[config.mk]
export PLATFORM = sky130hd
export DESIGN_NAME = axi_w_router_flat
export DESIGN_NICKNAME = d
export VERILOG_FILES = /design/src/rtl/axi_w_router_if.sv /design/src/rtl/axi_w_router.sv /design/src/flat_wrapper.sv
export SDC_FILE = /design/constraint.sdc
export NUM_CORES = 1
export LEC_CHECK = 0
export CAP_MARGIN = 20
export CORE_MARGIN = 2
export CORE_UTILIZATION = 33
export CTS_CLUSTER_DIAMETER = 30
export CTS_CLUSTER_SIZE = 28
export DETAILED_ROUTE_END_ITERATION = 12
export HOLD_SLACK_MARGIN = 0.05
export PLACE_DENSITY = 0.77
export SETUP_SLACK_MARGIN = 0.4
export SYNTH_ARGS = -nofsm -noshare
export SYNTH_HDL_FRONTEND = slang
export SYNTH_SLANG_ARGS = --single-unit
[constraint.sdc]
create_clock -name clk -period 3.2 [get_ports clk]
set_input_delay 0.64 -clock clk [delete_from_list [all_inputs] [get_ports clk]]
set_output_delay 0.64 -clock clk [all_outputs]
set_load 0.05 [all_outputs]
[src/rtl/axi_w_router_if.sv]
// AW-route and W-channel bundle between one AXI master and the write-data router.
// Suffixes are named from the router's point of view.
interface axi_w_router_if #(
    parameter int NUM_S  = 3,
    parameter int DATA_W = 32,
    parameter int DEPTH  = 4
);
    localparam int STRB_W = DATA_W / 8;
    localparam int CNT_W  = $clog2(DEPTH + 1);

    logic                      aw_push_i;
    logic [NUM_S-1:0]          aw_sel_i;
    logic [3:0]                aw_len_i;
    logic                      aw_ready_o;
    logic [DATA_W-1:0]         wdata_m_i;
    logic [STRB_W-1:0]         wstrb_m_i;
    logic                      wlast_m_i;
    logic                      wvalid_m_i;
    logic                      wready_m_o;
    logic [NUM_S*DATA_W-1:0]   wdata_s_o;
    logic [NUM_S*STRB_W-1:0]   wstrb_s_o;
    logic [NUM_S-1:0]          wlast_s_o;
    logic [NUM_S-1:0]          wvalid_s_o;
    logic [NUM_S-1:0]          wready_s_i;
    logic                      dec_err_o;
    logic                      last_err_o;
    logic [CNT_W-1:0]          outstanding_o;

    modport slave (
        input  aw_push_i, aw_sel_i, aw_len_i,
        input  wdata_m_i, wstrb_m_i, wlast_m_i, wvalid_m_i, wready_s_i,
        output aw_ready_o, wready_m_o, wdata_s_o, wstrb_s_o, wlast_s_o, wvalid_s_o,
        output dec_err_o, last_err_o, outstanding_o
    );

    modport master (
        output aw_push_i, aw_sel_i, aw_len_i,
        output wdata_m_i, wstrb_m_i, wlast_m_i, wvalid_m_i, wready_s_i,
        input  aw_ready_o, wready_m_o, wdata_s_o, wstrb_s_o, wlast_s_o, wvalid_s_o,
        input  dec_err_o, last_err_o, outstanding_o
    );
endinterface

[src/rtl/axi_w_router.sv]
// Steers AXI W beats to the slave chosen by the matching AW, using an in-order route FIFO.
// Decode-error bursts are sunk locally; WLAST/AWLEN disagreements are flagged.
module axi_w_router #(
    parameter int NUM_S  = 3,
    parameter int DATA_W = 32,
    parameter int DEPTH  = 4
) (
    input  logic           clk,
    input  logic           rst,
    axi_w_router_if.slave  bus
);
    localparam int STRB_W = DATA_W / 8;
    localparam int PTR_W  = $clog2(DEPTH);
    localparam int CNT_W  = $clog2(DEPTH + 1);

    logic [NUM_S-1:0] sel_mem [DEPTH];
    logic [3:0]       len_mem [DEPTH];

    logic [PTR_W-1:0] wptr_q, wptr_d, rptr_q, rptr_d;
    logic [CNT_W-1:0] cnt_q, cnt_d;
    logic [3:0]       beat_q, beat_d;
    logic             dec_err_q, dec_err_d, last_err_q, last_err_d;

    logic             empty, full, push, pop, hs, sel_onehot, wready_m;
    logic [NUM_S-1:0] head_sel, push_sel;
    logic [3:0]       head_len;

    assign empty    = (cnt_q == '0);
    assign full     = (cnt_q == CNT_W'(DEPTH));
    assign head_sel = empty ? '0 : sel_mem[rptr_q];
    assign head_len = len_mem[rptr_q];

    // Multi-hot selects are stored as all-zero so they follow the decode-error path.
    assign sel_onehot = (bus.aw_sel_i != '0) &&
                        ((bus.aw_sel_i & (bus.aw_sel_i - NUM_S'(1))) == '0);
    assign push_sel   = sel_onehot ? bus.aw_sel_i : '0;

    always_comb begin
        wready_m = 1'b0;
        if (!empty) begin
            wready_m = (head_sel == '0) ? 1'b1 : |(head_sel & bus.wready_s_i);
        end
    end

    assign hs  = bus.wvalid_m_i & wready_m;
    assign pop = hs & bus.wlast_m_i;
    // A full FIFO still takes a push when the head retires in the same cycle.
    assign push = bus.aw_push_i & (!full | pop);

    assign bus.aw_ready_o    = !full;
    assign bus.outstanding_o = cnt_q;
    assign bus.wready_m_o    = wready_m;
    assign bus.wvalid_s_o    = head_sel & {NUM_S{bus.wvalid_m_i}};
    assign bus.wlast_s_o     = {NUM_S{bus.wlast_m_i}};
    assign bus.dec_err_o     = dec_err_q;
    assign bus.last_err_o    = last_err_q;

    for (genvar i = 0; i < NUM_S; i++) begin : g_slice
        assign bus.wdata_s_o[i*DATA_W +: DATA_W] = bus.wdata_m_i;
        assign bus.wstrb_s_o[i*STRB_W +: STRB_W] = head_sel[i] ? bus.wstrb_m_i : '1;
    end

    always_comb begin
        wptr_d = wptr_q + PTR_W'(push);
        rptr_d = rptr_q + PTR_W'(pop);
        cnt_d  = cnt_q;
        case ({push, pop})
            2'b10:   cnt_d = cnt_q + CNT_W'(1);
            2'b01:   cnt_d = cnt_q - CNT_W'(1);
            default: cnt_d = cnt_q;
        endcase
        beat_d = beat_q;
        if (pop) begin
            beat_d = '0;
        end else if (hs) begin
            beat_d = beat_q + 4'd1;
        end
        last_err_d = hs & (bus.wlast_m_i ? (beat_q != head_len) : (beat_q == head_len));
        dec_err_d  = pop & (head_sel == '0);
    end

    always_ff @(posedge clk) begin
        if (push) begin
            sel_mem[wptr_q] <= push_sel;
            len_mem[wptr_q] <= bus.aw_len_i;
        end
    end

    always_ff @(posedge clk or negedge rst) begin
        if (!rst) begin
            wptr_q     <= '0;
            rptr_q     <= '0;
            cnt_q      <= '0;
            beat_q     <= '0;
            dec_err_q  <= 1'b0;
            last_err_q <= 1'b0;
        end else begin
            wptr_q     <= wptr_d;
            rptr_q     <= rptr_d;
            cnt_q      <= cnt_d;
            beat_q     <= beat_d;
            dec_err_q  <= dec_err_d;
            last_err_q <= last_err_d;
        end
    end
endmodule

[src/flat_wrapper.sv]
// flat-port wrapper written by rule: the top's interface ports become plain ports
module axi_w_router_flat 
#(
    parameter int NUM_S  = 3,
    parameter int DATA_W = 32,
    parameter int DEPTH  = 4
)
  (clk, rst, bus_aw_push_i, bus_aw_sel_i, bus_aw_len_i, bus_wdata_m_i, bus_wstrb_m_i, bus_wlast_m_i, bus_wvalid_m_i, bus_wready_s_i, bus_aw_ready_o, bus_wready_m_o, bus_wdata_s_o, bus_wstrb_s_o, bus_wlast_s_o, bus_wvalid_s_o, bus_dec_err_o, bus_last_err_o, bus_outstanding_o);
  axi_w_router_if #(.NUM_S(NUM_S), .DATA_W(DATA_W), .DEPTH(DEPTH)) bus_i ();
  input  logic clk;
  input  logic rst;
  input wire logic [$bits(bus_i.aw_push_i)-1:0] bus_aw_push_i;
  input wire logic [$bits(bus_i.aw_sel_i)-1:0] bus_aw_sel_i;
  input wire logic [$bits(bus_i.aw_len_i)-1:0] bus_aw_len_i;
  input wire logic [$bits(bus_i.wdata_m_i)-1:0] bus_wdata_m_i;
  input wire logic [$bits(bus_i.wstrb_m_i)-1:0] bus_wstrb_m_i;
  input wire logic [$bits(bus_i.wlast_m_i)-1:0] bus_wlast_m_i;
  input wire logic [$bits(bus_i.wvalid_m_i)-1:0] bus_wvalid_m_i;
  input wire logic [$bits(bus_i.wready_s_i)-1:0] bus_wready_s_i;
  output wire logic [$bits(bus_i.aw_ready_o)-1:0] bus_aw_ready_o;
  output wire logic [$bits(bus_i.wready_m_o)-1:0] bus_wready_m_o;
  output wire logic [$bits(bus_i.wdata_s_o)-1:0] bus_wdata_s_o;
  output wire logic [$bits(bus_i.wstrb_s_o)-1:0] bus_wstrb_s_o;
  output wire logic [$bits(bus_i.wlast_s_o)-1:0] bus_wlast_s_o;
  output wire logic [$bits(bus_i.wvalid_s_o)-1:0] bus_wvalid_s_o;
  output wire logic [$bits(bus_i.dec_err_o)-1:0] bus_dec_err_o;
  output wire logic [$bits(bus_i.last_err_o)-1:0] bus_last_err_o;
  output wire logic [$bits(bus_i.outstanding_o)-1:0] bus_outstanding_o;
  assign bus_i.aw_push_i = bus_aw_push_i;
  assign bus_i.aw_sel_i = bus_aw_sel_i;
  assign bus_i.aw_len_i = bus_aw_len_i;
  assign bus_i.wdata_m_i = bus_wdata_m_i;
  assign bus_i.wstrb_m_i = bus_wstrb_m_i;
  assign bus_i.wlast_m_i = bus_wlast_m_i;
  assign bus_i.wvalid_m_i = bus_wvalid_m_i;
  assign bus_i.wready_s_i = bus_wready_s_i;
  assign bus_aw_ready_o = bus_i.aw_ready_o;
  assign bus_wready_m_o = bus_i.wready_m_o;
  assign bus_wdata_s_o = bus_i.wdata_s_o;
  assign bus_wstrb_s_o = bus_i.wstrb_s_o;
  assign bus_wlast_s_o = bus_i.wlast_s_o;
  assign bus_wvalid_s_o = bus_i.wvalid_s_o;
  assign bus_dec_err_o = bus_i.dec_err_o;
  assign bus_last_err_o = bus_i.last_err_o;
  assign bus_outstanding_o = bus_i.outstanding_o;
  axi_w_router #(.NUM_S(NUM_S), .DATA_W(DATA_W), .DEPTH(DEPTH)) u_core (.clk(clk), .rst(rst), .bus(bus_i));
endmodule
==> metrics.txt, run 1 <==
Slew @ Worst Pin=0.6524 ns; Worst Path Arrival=3.13 ns; Pleak=1.020 nW; Clock transition at path regs=0.07 ns; DR WL/cell=17.83 um; Core ar.=0.007807 mm^2; vias in the first global route=1396; largest family of logic cells by synthesized area=buffers and inverters; root buffer cell=clkbuf_8; Netlist cell types=38; WHS Endpoint=u_core.bus.outstanding_o[2]; WL final=5313 um; Synth Area in Adders=0.02143; die area=0.008878 mm^2; WS Path Type=reg -> reg; Max-slew headroom=0.5637; CTS max path bufs=2; Worst Hold Class=reg -> reg; Simple-Gate Fraction of Synth Area=0.1048; Setup Viol. Count Final=0; GRT Util Overall=0.1148; Clock Latency Late Sink=0.29 ns; Placed Cells=281; Crit. path cell count=11; starting density of the core=0.3441; reg-to-reg startpoint=u_core.rptr_q[0]; Post-Syn Nets=289; Placer Congestion=0.8270; maxcap violations=0; compound-gate portion of the synthesized area=0.03214; delay-heaviest family, CP=multiplexers; fin crit share=0.9115; Worst Path Buf+Inv=2; Area Overhead vs Synth=-0.04638%; Worst Path Max Fanout=4; Layout Nets=250; maximum VDD drop=0.0005930 V; IO Pins=172; status=completed; register area share after synthesis=0.4341; ratio of cells with drive above 1 in the final layout=0.3418; initial antenna violation count=0; die span in y=94.23 um; reg2reg end=u_core.bus.outstanding_o[2]; Rows=32; fillers=749; minimum clock period=2.917 ns; first-pass GRT wire length=7693 um; GRT Residual Overflow=0; Post-Syn Area=0.002686 mm^2; flop-to-flop setup slack=0.28 ns; RSZ-0062 raised after global routing=yes; hold_sp=u_core.bus.outstanding_o[2]; most used cell along the critical path=and2_4; post-synthesis xor/xnor area fraction=0.02608; Worst setup SP type=flip-flop; hold path depth=1; via count=1399; Avg Inst Size Synth=11.48 um^2; Fin. Hold Viols=0; largest net degree at the start of global routing=14; CTS sink cnt=41; DRC=0; mux contribution to synthesized area=0.08943; most frequent cells in the layout=edfxtp_1 (28), clkdlybuf4s50_1 (24), buf_4 (14); CP required=3.41 ns; Die Wd=94.23 um; FF-to-FF path depth=11; Finished Layout Cells=298; Clock Skews=0.005716 ns; Post-Synthesis Cells=234; crit path max-delay cell type=mux4_2; commonest non-fill, non-tap cell in the layout=edfxtp_1; hold_buf cts=0; CP Capture Type=flip-flop; Synth Register Bits=41; PwrDens=995.7 mW/mm^2; Fin Setup TNS=0 ns; CTS tree=done; H-tree depth=2; Num CTS Buffers=5; Final Max Slew Viols=0; port bufs=43; Post-DRT Antenna Nets=0; DR pass1 iterations=4; CP max stage delay=0.54 ns; cells along the critical path=mux4_2, a222oi_1, buf_4, a21oi_4, buf_6, and2_4, fa_2, and2_4, and2_4, mux2_4, mux2i_1; Starting DRT DRC Count=86; number of vias per cell=4.695; Ys Warns=0; DP HPWL=4231 um; Antenna Diode Count=0; FMAX=0.3428 GHz
cell type report:
class                   instances  area, um^2  share of cell area
well taps                     102       127.6             0.04753
inverters                       5       18.77            0.006990
multi-input cells              86       795.8              0.2964
flip-flops and latches         41        1167              0.4348
clock inverters                 2       15.01            0.005592
repair buffers                 56       488.0              0.1817
clock buffers                   6       72.57             0.02703
Yosys cell counts, drive strengths merged:
| master | number | area, um^2 |
|---|---|---|
| nand2 | 4 | 15.01 |
| a211oi | 1 | 12.51 |
| mux2i | 3 | 30.03 |
| nand3b | 3 | 22.52 |
| fa | 1 | 20.02 |
| nand3 | 2 | 10.01 |
| or2 | 12 | 75.07 |
| a22oi | 3 | 22.52 |
| and3 | 1 | 6.260 |
| o21ai | 2 | 10.00 |
| buf | 101 | 762.0 |
| a222oi | 1 | 10.01 |
| nor2b | 1 | 6.260 |
| clkbuf | 1 | 3.750 |
| inv | 5 | 18.76 |
| xnor2 | 6 | 52.55 |
| a31oi | 1 | 6.260 |
| mux2 | 3 | 37.53 |
| or3 | 2 | 17.52 |
| nand4 | 2 | 12.51 |
| a21oi | 3 | 15.01 |
| nor2 | 10 | 37.54 |
| mux4 | 7 | 172.7 |
| dfrtp | 13 | 325.3 |
| edfxtp | 28 | 840.8 |
| nor3b | 5 | 37.54 |
| and2 | 4 | 26.28 |
| xor2 | 2 | 17.52 |
| nor3 | 3 | 15.01 |
| ha | 3 | 37.54 |
| a311o | 1 | 10.01 |
registers in the layout (all words and copies together) (netlist names):
register and count:
u_core.sel_mem 12, u_core.bus.dec_err_o 1, u_core.beat_q 4, u_core.rptr_q 2, u_core.bus.last_err_o 1, u_core.len_mem 16, u_core.wptr_q 2, u_core.bus.outstanding_o 3
how the worst max path moves through the flow:
stage,end,slack [ns],from
6_report,u_core.bus.outstanding_o[2],0.28,u_core.rptr_q[0]
3_3_place_gp,u_core.bus.outstanding_o[2],0.07,bus_wready_s_i[1]
4_1_cts,u_core.bus.outstanding_o[2],0.18,u_core.rptr_q[0]
3_5_place_dp,u_core.bus.outstanding_o[2],0.02,bus_wready_s_i[1]
2_1_floorplan,u_core.bus.outstanding_o[2],0.19,u_core.rptr_q[0]
5_1_grt,u_core.bus.outstanding_o[2],0.12,u_core.rptr_q[0]
where the power goes:
part           internal [mW]  switching (mW)  total (mW)  leakage (nW)
Sequential             0.725           0.144       0.868         0.417
Clock                  0.153           0.170       0.323        0.0374
Combinational          0.626           0.856        1.48         0.565
Total                   1.50            1.17        2.67          1.02
metrics by stage:
step | setup slack [ns] | util | hold WS [ns] | power (mW) | cell area (um^2)
after global routing | 0.1223 | 0.3439 | 0.6276 | 2.819 | 2685
after floorplan | 0.1874 | - | 0.3444 | 2.183 | 2721
after global placement | 0.06759 | 0.3256 | 0.5338 | 2.261 | 2542
after CTS | 0.1811 | 0.3381 | 0.5969 | 2.605 | 2640
final | 0.2831 | 0.3439 | 0.5918 | 2.673 | 2685
after detailed placement | 0.01527 | 0.3256 | 0.5417 | 2.292 | 2542
kinds of logic after synthesis:
logic type | Yosys count
AO/OA/AOI/OAI | 12
XOR/XNOR | 8
adder cells (fa/ha/maj) | 4
buffers and inverters | 107
flip-flops | 41
multiplexers | 13
AND/OR/NAND/NOR | 49
what timing repair did:
| action | in CTS | in global routing |
|---|---|---|
| buffers inserted | 1 | 8 |
| pin swaps | 1 | 4 |
| setup endpoints to repair | 38 | 24 |
| resized for setup | 21 | 25 |
layer usage:
layer / track usage / vias to the layer above / wire length (um)
li1: - / 626 / -
met1: 0.1026 / 654 / 1547
met2: 0.2351 / 113 / 3165
met3: 0.04735 / 6 / 567
met4: 0.02295 / 0 / 32
met5: 0 / - / 0
Note: power is estimated with default switching activity, not from simulation.
==> run 2: changes to the inputs <==
--- a/config.mk
+++ b/config.mk
@@ -5,9 +5,10 @@
 export SDC_FILE = /design/constraint.sdc
 export NUM_CORES = 1
 export LEC_CHECK = 0
+export ABC_AREA = 1
 export CAP_MARGIN = 20
 export CORE_MARGIN = 2
-export CORE_UTILIZATION = 33
+export CORE_UTILIZATION = 34
 export CTS_CLUSTER_DIAMETER = 30
 export CTS_CLUSTER_SIZE = 28
 export DETAILED_ROUTE_END_ITERATION = 12
==> run 2 against run 1 <==
  * Critical path depth down 3
  * First-iteration DRC count down 40%
  * Area after synthesis rose by 5.2%
  * Combinational power grew 15%
  * Clock-buffer cell count shrank 1
  * Cell count rose by 22%
  * Clock power increased by 51%
  * Flip-flop and latch count did not move
  * Global-route usage grew 0.081 points
  * Critical endpoint is now bus_wstrb_s_o[3]
==> metrics.txt, run 2 <==
status=completed (unchanged); vias in the first global route=1533 (was 1396); most frequent cells in the layout=nand2_1 (37), inv_1 (31), edfxtp_1 (28) (was edfxtp_1 (28), clkdlybuf4s50_1 (24), buf_4 (14)); CP Capture Type=output pin (was flip-flop); Int Pwr=1.557 mW (was 1.504 mW); first-pass GRT wire length=7928 um (was 7693 um); DP HPWL=4451 um (was 4231 um); max FFs per register=16 (unchanged); Worst Path Arrival=2.02 ns (was 3.13 ns); synth top area cells=edfxtp_1 (30%), buf_4 (27%), dfrtp_1 (12%), nand2_1 (4.9%), inv_1 (4.1%) (was edfxtp_1 (31%), buf_4 (28%), dfrtp_1 (12%), mux4_1 (3.9%), or2_2 (2.8%)); Die Wd=95.16 um (was 94.23 um); Synth Register Bits=41 (unchanged); Netlist cell types=30 (was 38); Post-DRT Antenna Nets=0 (unchanged); DR pass1 iterations=4 (unchanged); IO Pins=172 (unchanged); hold_sp=u_core.wptr_q[1] (was u_core.bus.outstanding_o[2]); NetSw=1.488 mW (was 1.170 mW); Worst setup SP type=flip-flop (unchanged); Yosys top cell by area=edfxtp_1 (unchanged); Synth top area share=0.2976 (was 0.3130); commonest non-fill, non-tap cell in the layout=nand2_1 (was edfxtp_1); count leader, synth=buf_4 (unchanged); switching share of power=0.4886 (was 0.4375); flop-to-flop setup slack=0.84 ns (was 0.28 ns); H-tree depth=2 (unchanged); CTS sink cnt=41 (unchanged); Ys Warns=0 (unchanged); reg-to-reg startpoint=u_core.rptr_q[0] (unchanged); Comb power frac=0.557 (was 0.554); PwrDens=1110 mW/mm^2 (was 995.7 mW/mm^2); Avg Inst Size Synth=9.293 um^2 (was 11.48 um^2); Clock Skews=0.01181 ns (was 0.005716 ns); register share of total power=0.283 (was 0.325); CTS max path bufs=2 (unchanged); number of vias per cell=4.441 (was 4.695); Post-Syn Nets=359 (was 289); GRT Residual Overflow=0 (unchanged); Antenna Diode Count=0 (unchanged); WS Path Type=reg -> out (was reg -> reg); maxcap violations=0 (unchanged); fin crit share=0.8316 (was 0.9115); largest registers=u_core.len_mem x16, u_core.sel_mem x12, u_core.beat_q x4 (unchanged); Setup Viol. Count Final=0 (unchanged); Starting DRT DRC Count=52 (was 86); CTS tree=done (unchanged); Fin. Hold Viols=0 (unchanged); starting density of the core=0.3473 (was 0.3441); DRC=0 (unchanged); Clock Power Share=0.160 (was 0.121); port bufs=43 (unchanged); RSZ-0062 raised after global routing=yes (unchanged); Num CTS Buffers=5 (unchanged); minimum clock period=2.661 ns (was 2.917 ns); WL final=5411 um (was 5313 um); register area share after synthesis=0.4128 (was 0.4341); Worst Path Max Fanout=16 (was 4); Max-slew headroom=0.6065 (was 0.5637); hold_buf cts=0 (unchanged); die area=0.009054 mm^2 (was 0.008878 mm^2); Final Max Slew Viols=0 (unchanged); setup bufs post-CTS=0 (was 1); hold path depth=1 (unchanged); reg2reg end=u_core.len_mem[3][3] (was u_core.bus.outstanding_o[2]); Post-Synthesis Cells=304 (was 234); DR WL/cell=14.91 um (was 17.83 um); worst slack at placement=0.3818 ns (was 0.01527 ns); GRT Util Overall=0.1156 (was 0.1148); crit path launch=u_core.rptr_q[0] (unchanged); Slew @ Worst Pin=0.5884 ns (was 0.6524 ns); root buffer cell=clkbuf_8 (unchanged); Commonest cells post-synth=buf_4 (101), nand2_1 (37), inv_1 (31) (was buf_4 (100), edfxtp_1 (28), dfrtp_1 (13)); CP required=2.56 ns (was 3.41 ns); Core ar.=0.008134 mm^2 (was 0.007807 mm^2); ratio of cells with drive above 1 in the final layout=0.1899 (was 0.3418); Layout Nets=312 (was 250); largest net degree at the start of global routing=17 (was 14); Fin Setup TNS=0 ns (unchanged); FMAX=0.3758 GHz (was 0.3428 GHz); post-CTS resize count=14 (was 21); Clock transition at path regs=0.08 ns (was 0.07 ns); maximum VDD drop=0.0002840 V (was 0.0005930 V); Placer Congestion=0.8915 (was 0.8270); WHS Endpoint=u_core.wptr_q[1] (was u_core.bus.outstanding_o[2]); Post-Syn Area=0.002825 mm^2 (was 0.002686 mm^2); FF-to-FF path depth=12 (was 11); count of flip-flops with a built-in enable after synthesis=28 (unchanged); Rows=33 (was 32); Final Worst Setup Slack=0.5389 ns (was 0.2831 ns); initial antenna violation count=0 (unchanged); Primary FF master, synth=edfxtp_1 (unchanged); Post-synth ARST share=0.3171 (unchanged); Area Overhead vs Synth=-2.923% (was -0.04638%); Worst Hold Class=reg -> reg (unchanged); Top reg by flops=u_core.len_mem (unchanged); Clock Latency Late Sink=0.29 ns (about the same); die span in y=95.16 um (was 94.23 um); Pleak=1.215 nW (was 1.020 nW); via count=1612 (was 1399)
run 2: cell types whose count changed in the layout (fill, tap and decap cells not counted), sizes merged, moves of 4 or more:
cell    before  now
and2         4    0
buf         17    9
clkbuf      17   12
inv          5   36
mux4         7    0
nand2        4   45
nand3        2   18
nor2        10   21
o21ai        2   12
o22ai        0    4
or2         12    0
xnor2        6    1
xor2         2    8
run 2: worst max path at each step:
stage,to,cells past startpoint
after global placement,bus_wstrb_s_o[0],8
final,bus_wstrb_s_o[3],8
after floorplan,u_core.len_mem[2][0],9
after CTS,bus_wstrb_s_o[1],8
after detailed placement,bus_wstrb_s_o[1],8
after global routing,bus_wstrb_s_o[3],6
run 2: stage by stage:
stage / hold slack (ns) / std cells / power, mW / util / instance area [um^2]
after CTS: 0.5466 / 363 / 3.073 / 0.3401 / 2766
after global routing: 0.5595 / 363 / 3.225 / 0.3372 / 2743
final: 0.5332 / 363 / 3.045 / 0.3372 / 2743
after floorplan: 0.3444 / 304 / 2.488 / - / 2825
after global placement: 0.5058 / 355 / 2.584 / 0.3252 / 2645
after detailed placement: 0.5316 / 355 / 2.631 / 0.3252 / 2645
run 2: worst max-delay path, cell delays in order, from the launching register on:
cell and delay, ns:
dfrtp_2 0.52, inv_4 0.17, nand2_1 0.07, nand3_1 0.06, nand2_1 0.08, nand2_1 0.16
inv_1 0.11, nand2_1 0.07, clkdlybuf4s15_1 0.48
run 2: cell families (layout without fill, tap and decap cells):
group / count (synthesis) / count (layout) / share of synthesized area
AOI/OAI and AO/OA: 18 / 18 / 0.03587
xor gates and xnor gates: 9 / 9 / 0.02790
adders and majority gates: 4 / 4 / 0.02037
buffers and inverters: 138 / 92 / 0.3211
DFF: 41 / 41 / 0.4128
and+or+nand+nor: 94 / 94 / 0.1820
run 2: per-layer routing:
metal	up-vias	global-route usage	wire length (um)
li1	774	-	-
met1	724	0.1104	1805
met2	106	0.2177	2938
met3	8	0.04822	581
met4	0	0.04469	85
met5	-	0	0
run 2: power by group through the flow:
stage | Combinational [mW] | Sequential, mW | Clock (mW)
3_3_place_gp | 1.72 | 0.862 | 0
3_5_place_dp | 1.76 | 0.868 | 0
5_1_grt | 1.83 | 0.880 | 0.513
4_1_cts | 1.72 | 0.858 | 0.496
6_report | 1.70 | 0.861 | 0.488
2_1_floorplan | 1.58 | 0.911 | 0
run 2: cell type report:
class,instances,area (um^2)
fillers,783,5391
flip-flops and latches,41,1167
multi-input cells,125,752.0
repair buffers,48,417.9
inverters,36,140.1
well taps,105,131.4
clock buffers,5,68.82
clock inverters,3,65.06
==> run 3: changes to the inputs <==
==> constraint.sdc (replaced) <==
create_clock -name clk -period 2.43 [get_ports clk]
set_input_delay 0.486 -clock clk [delete_from_list [all_inputs] [get_ports clk]]
set_output_delay 0.486 -clock clk [all_outputs]
set_load 0.05 [all_outputs]
==> run 3 against run 2 <==
  * Register-to-register slack worse by 0.58 ns
  * Critical endpoint is now bus_wready_m_o
  * Setup slack worse by 0.30 ns
  * Wire length up 22%
  * Critical path depth up 2
  * Sequential power up 32%
  * Sequential share of layout area down 9.4 points
  * Die area unchanged
  * Flip-flop and latch count unchanged
  * Clock skew down 0.0042 ns
  * Largest cell class unchanged
==> metrics.txt, run 3 (synthesized netlist as in run 2, its figures left out) <==
status=completed (unchanged); Antenna Diode Count=0 (unchanged); Starting DRT DRC Count=59 (was 52); initial antenna violation count=0 (unchanged); CP Capture Type=output pin (unchanged); global routing usage on met3=0.05217 (was 0.04822); Max-slew headroom=0.5971 (was 0.6065); cells along the critical path=buf_12, nand2_2, nand3_2, nand2_4, nand2_4, inv_4, nor2_4, nor2_4, nor2_8, buf_12 (was inv_4, nand2_1, nand3_1, nand2_1, nand2_1, inv_1, nand2_1, clkdlybuf4s15_1); die span in y=95.16 um (unchanged); Post-DRT Antenna Nets=0 (unchanged); WS Path Type=reg -> out (unchanged); port bufs=43 (unchanged); maximum VDD drop=0.0004581 V (was 0.0002840 V); GRT Util Overall=0.1388 (was 0.1156); ratio of cells with drive above 1 in the final layout=0.4702 (was 0.1899); starting density of the core=0.3473 (unchanged); max FFs per register=16 (unchanged); grt met1 use=0.1311 (was 0.1104); busiest grt layer=met2 (unchanged); met2 usage=0.2705 (was 0.2177); Final Max Slew Viols=0 (unchanged); die area=0.009054 mm^2 (unchanged); Clock transition at path regs=0.09 ns (was 0.08 ns); Worst Hold Class=in -> async (was reg -> reg); IO Pins=172 (unchanged); largest registers=u_core.len_mem x16, u_core.sel_mem x12, u_core.beat_q x4 (unchanged); RSZ-0062 raised after global routing=yes (unchanged); Clock Latency Late Sink=0.31 ns (was 0.29 ns); hold_buf cts=0 (unchanged); Top reg by flops=u_core.len_mem (unchanged); Fin Setup TNS=0 ns (unchanged); GRT Residual Overflow=0 (unchanged); Setup Viol. Count Final=0 (unchanged); FMAX=0.4569 GHz; crit path max-delay cell type=dfrtp_2 (unchanged); DRC=0 (unchanged); DP HPWL=4809 um (was 4451 um); Pleak=1.568 nW (was 1.215 nW); Crit. path cell count=10 (was 8); DR WL/cell=16.98 um (was 14.91 um); PwrDens=1516 mW/mm^2 (was 1110 mW/mm^2); Placer Congestion=0.8726 (was 0.8915); via count=1748 (was 1612); CP max stage delay=0.45 ns (was 0.52 ns); vias in the first global route=1826 (was 1533); Worst Path Arrival=1.70 ns (was 2.02 ns); largest net degree at the start of global routing=17 (unchanged); most frequent cells in the layout=edfxtp_1 (28), inv_1 (27), buf_4 (24) (was nand2_1 (37), inv_1 (31), edfxtp_1 (28)); delay-heaviest family, CP=simple AND/OR/NAND/NOR gates (was buffers and inverters); fillers=710 (was 783); Rows=33 (unchanged); Worst Path Max Fanout=7 (was 16); commonest non-fill, non-tap cell in the layout=edfxtp_1 (was nand2_1); Slew @ Worst Pin=0.6025 ns (was 0.5884 ns); Fin. Hold Viols=0 (unchanged); Worst Path Buf+Inv=3 (unchanged); maxcap violations=0 (unchanged); Final Worst Setup Slack=0.2411 ns (was 0.5389 ns); number of vias per cell=4.482 (was 4.441); WL final=6624 um (was 5411 um); Core ar.=0.008134 mm^2 (unchanged); minimum clock period=2.189 ns; Num CTS Buffers=5 (unchanged); worst slack at placement=0.05471 ns (was 0.3818 ns); CTS sink cnt=41 (unchanged); flop-to-flop setup slack=0.26 ns (was 0.84 ns); first-pass GRT wire length=9501 um (was 7928 um); CTS max path bufs=2 (unchanged); Die Wd=95.16 um (unchanged); DR pass1 iterations=4 (unchanged); Area Overhead vs Synth=25.20% (was -2.923%); Clock Skews=0.007634 ns (was 0.01181 ns); Layout Nets=339 (was 312); H-tree depth=2 (unchanged); root buffer cell=clkbuf_8 (unchanged); CP required=1.94 ns (was 2.56 ns); CTS tree=done (unchanged); FF-to-FF path depth=14 (was 12); fin crit share=0.9008; Worst setup SP type=flip-flop (unchanged)
-- run 3: changes by cell type in the layout (fill, tap and decap cells not counted), sizes merged, moves of 2 or more --
| cell | before | now |
|---|---|---|
| buf | 9 | 52 |
| dlygate4sd2 | 4 | 2 |
| clkdlybuf4s50 | 27 | 19 |
| bufinv | 2 | 0 |
| inv | 36 | 39 |
| clkbuf | 12 | 5 |
| dlymetal6s2s | 0 | 2 |
-- run 3: path summary, 6_finish.rpt --
path / startpoint / end
max reg2reg: u_core.rptr_q[0] / u_core.wptr_q[1]
min in group clk: u_core.beat_q[3] / u_core.beat_q[3]
min: rst / u_core.beat_q[3]
max: u_core.rptr_q[0] / bus_wready_m_o
min reg2reg: u_core.beat_q[3] / u_core.beat_q[3]
max in group asynchronous: rst / u_core.bus.outstanding_o[0]
-- run 3: metal layers --
layer	vias to the layer above	routed length (um)
li1	826	-
met1	790	2023
met2	116	3778
met3	16	670
met4	0	152
met5	-	0
-- run 3: through the flow --
stage	power [mW]	instance area, um^2	hold slack (ns)	util	std cells
after detailed placement	4.011	2929	0.5382	0.3601	354
after CTS	4.960	3319	0.5654	0.4081	382
final	5.361	3537	0.5501	0.4349	390
after floorplan	3.399	2917	0.1904	-	304
after global placement	3.942	2929	0.5365	0.3601	354
after global routing	5.648	3537	0.5972	0.4349	390
-- run 3: cell type report --
| type | instances | area (um^2) | share of cell area |
|---|---|---|---|
| tap | 105 | 131.4 | 0.03714 |
| clock buffer | 5 | 68.82 | 0.01946 |
| sequential | 41 | 1172 | 0.3314 |
| timing repair buffer | 75 | 914.6 | 0.2586 |
| clock inverter | 3 | 26.28 | 0.007428 |
| inverter | 36 | 152.6 | 0.04316 |
| multi-input combinational | 125 | 1071 | 0.3028 |
-- run 3: timing repair --
action                     in CTS  in global routing
setup endpoints to repair      51                 52
buffers inserted               20                  8
gates resized for setup        35                 45
gates cloned                    0                  0
pin swaps                      20                 18
-- run 3: report_power, final --
part           total (mW)  switching, mW  internal, mW
clock               0.486          0.273         0.213
sequential           1.14          0.174         0.966
combinational        3.74           2.13          1.61
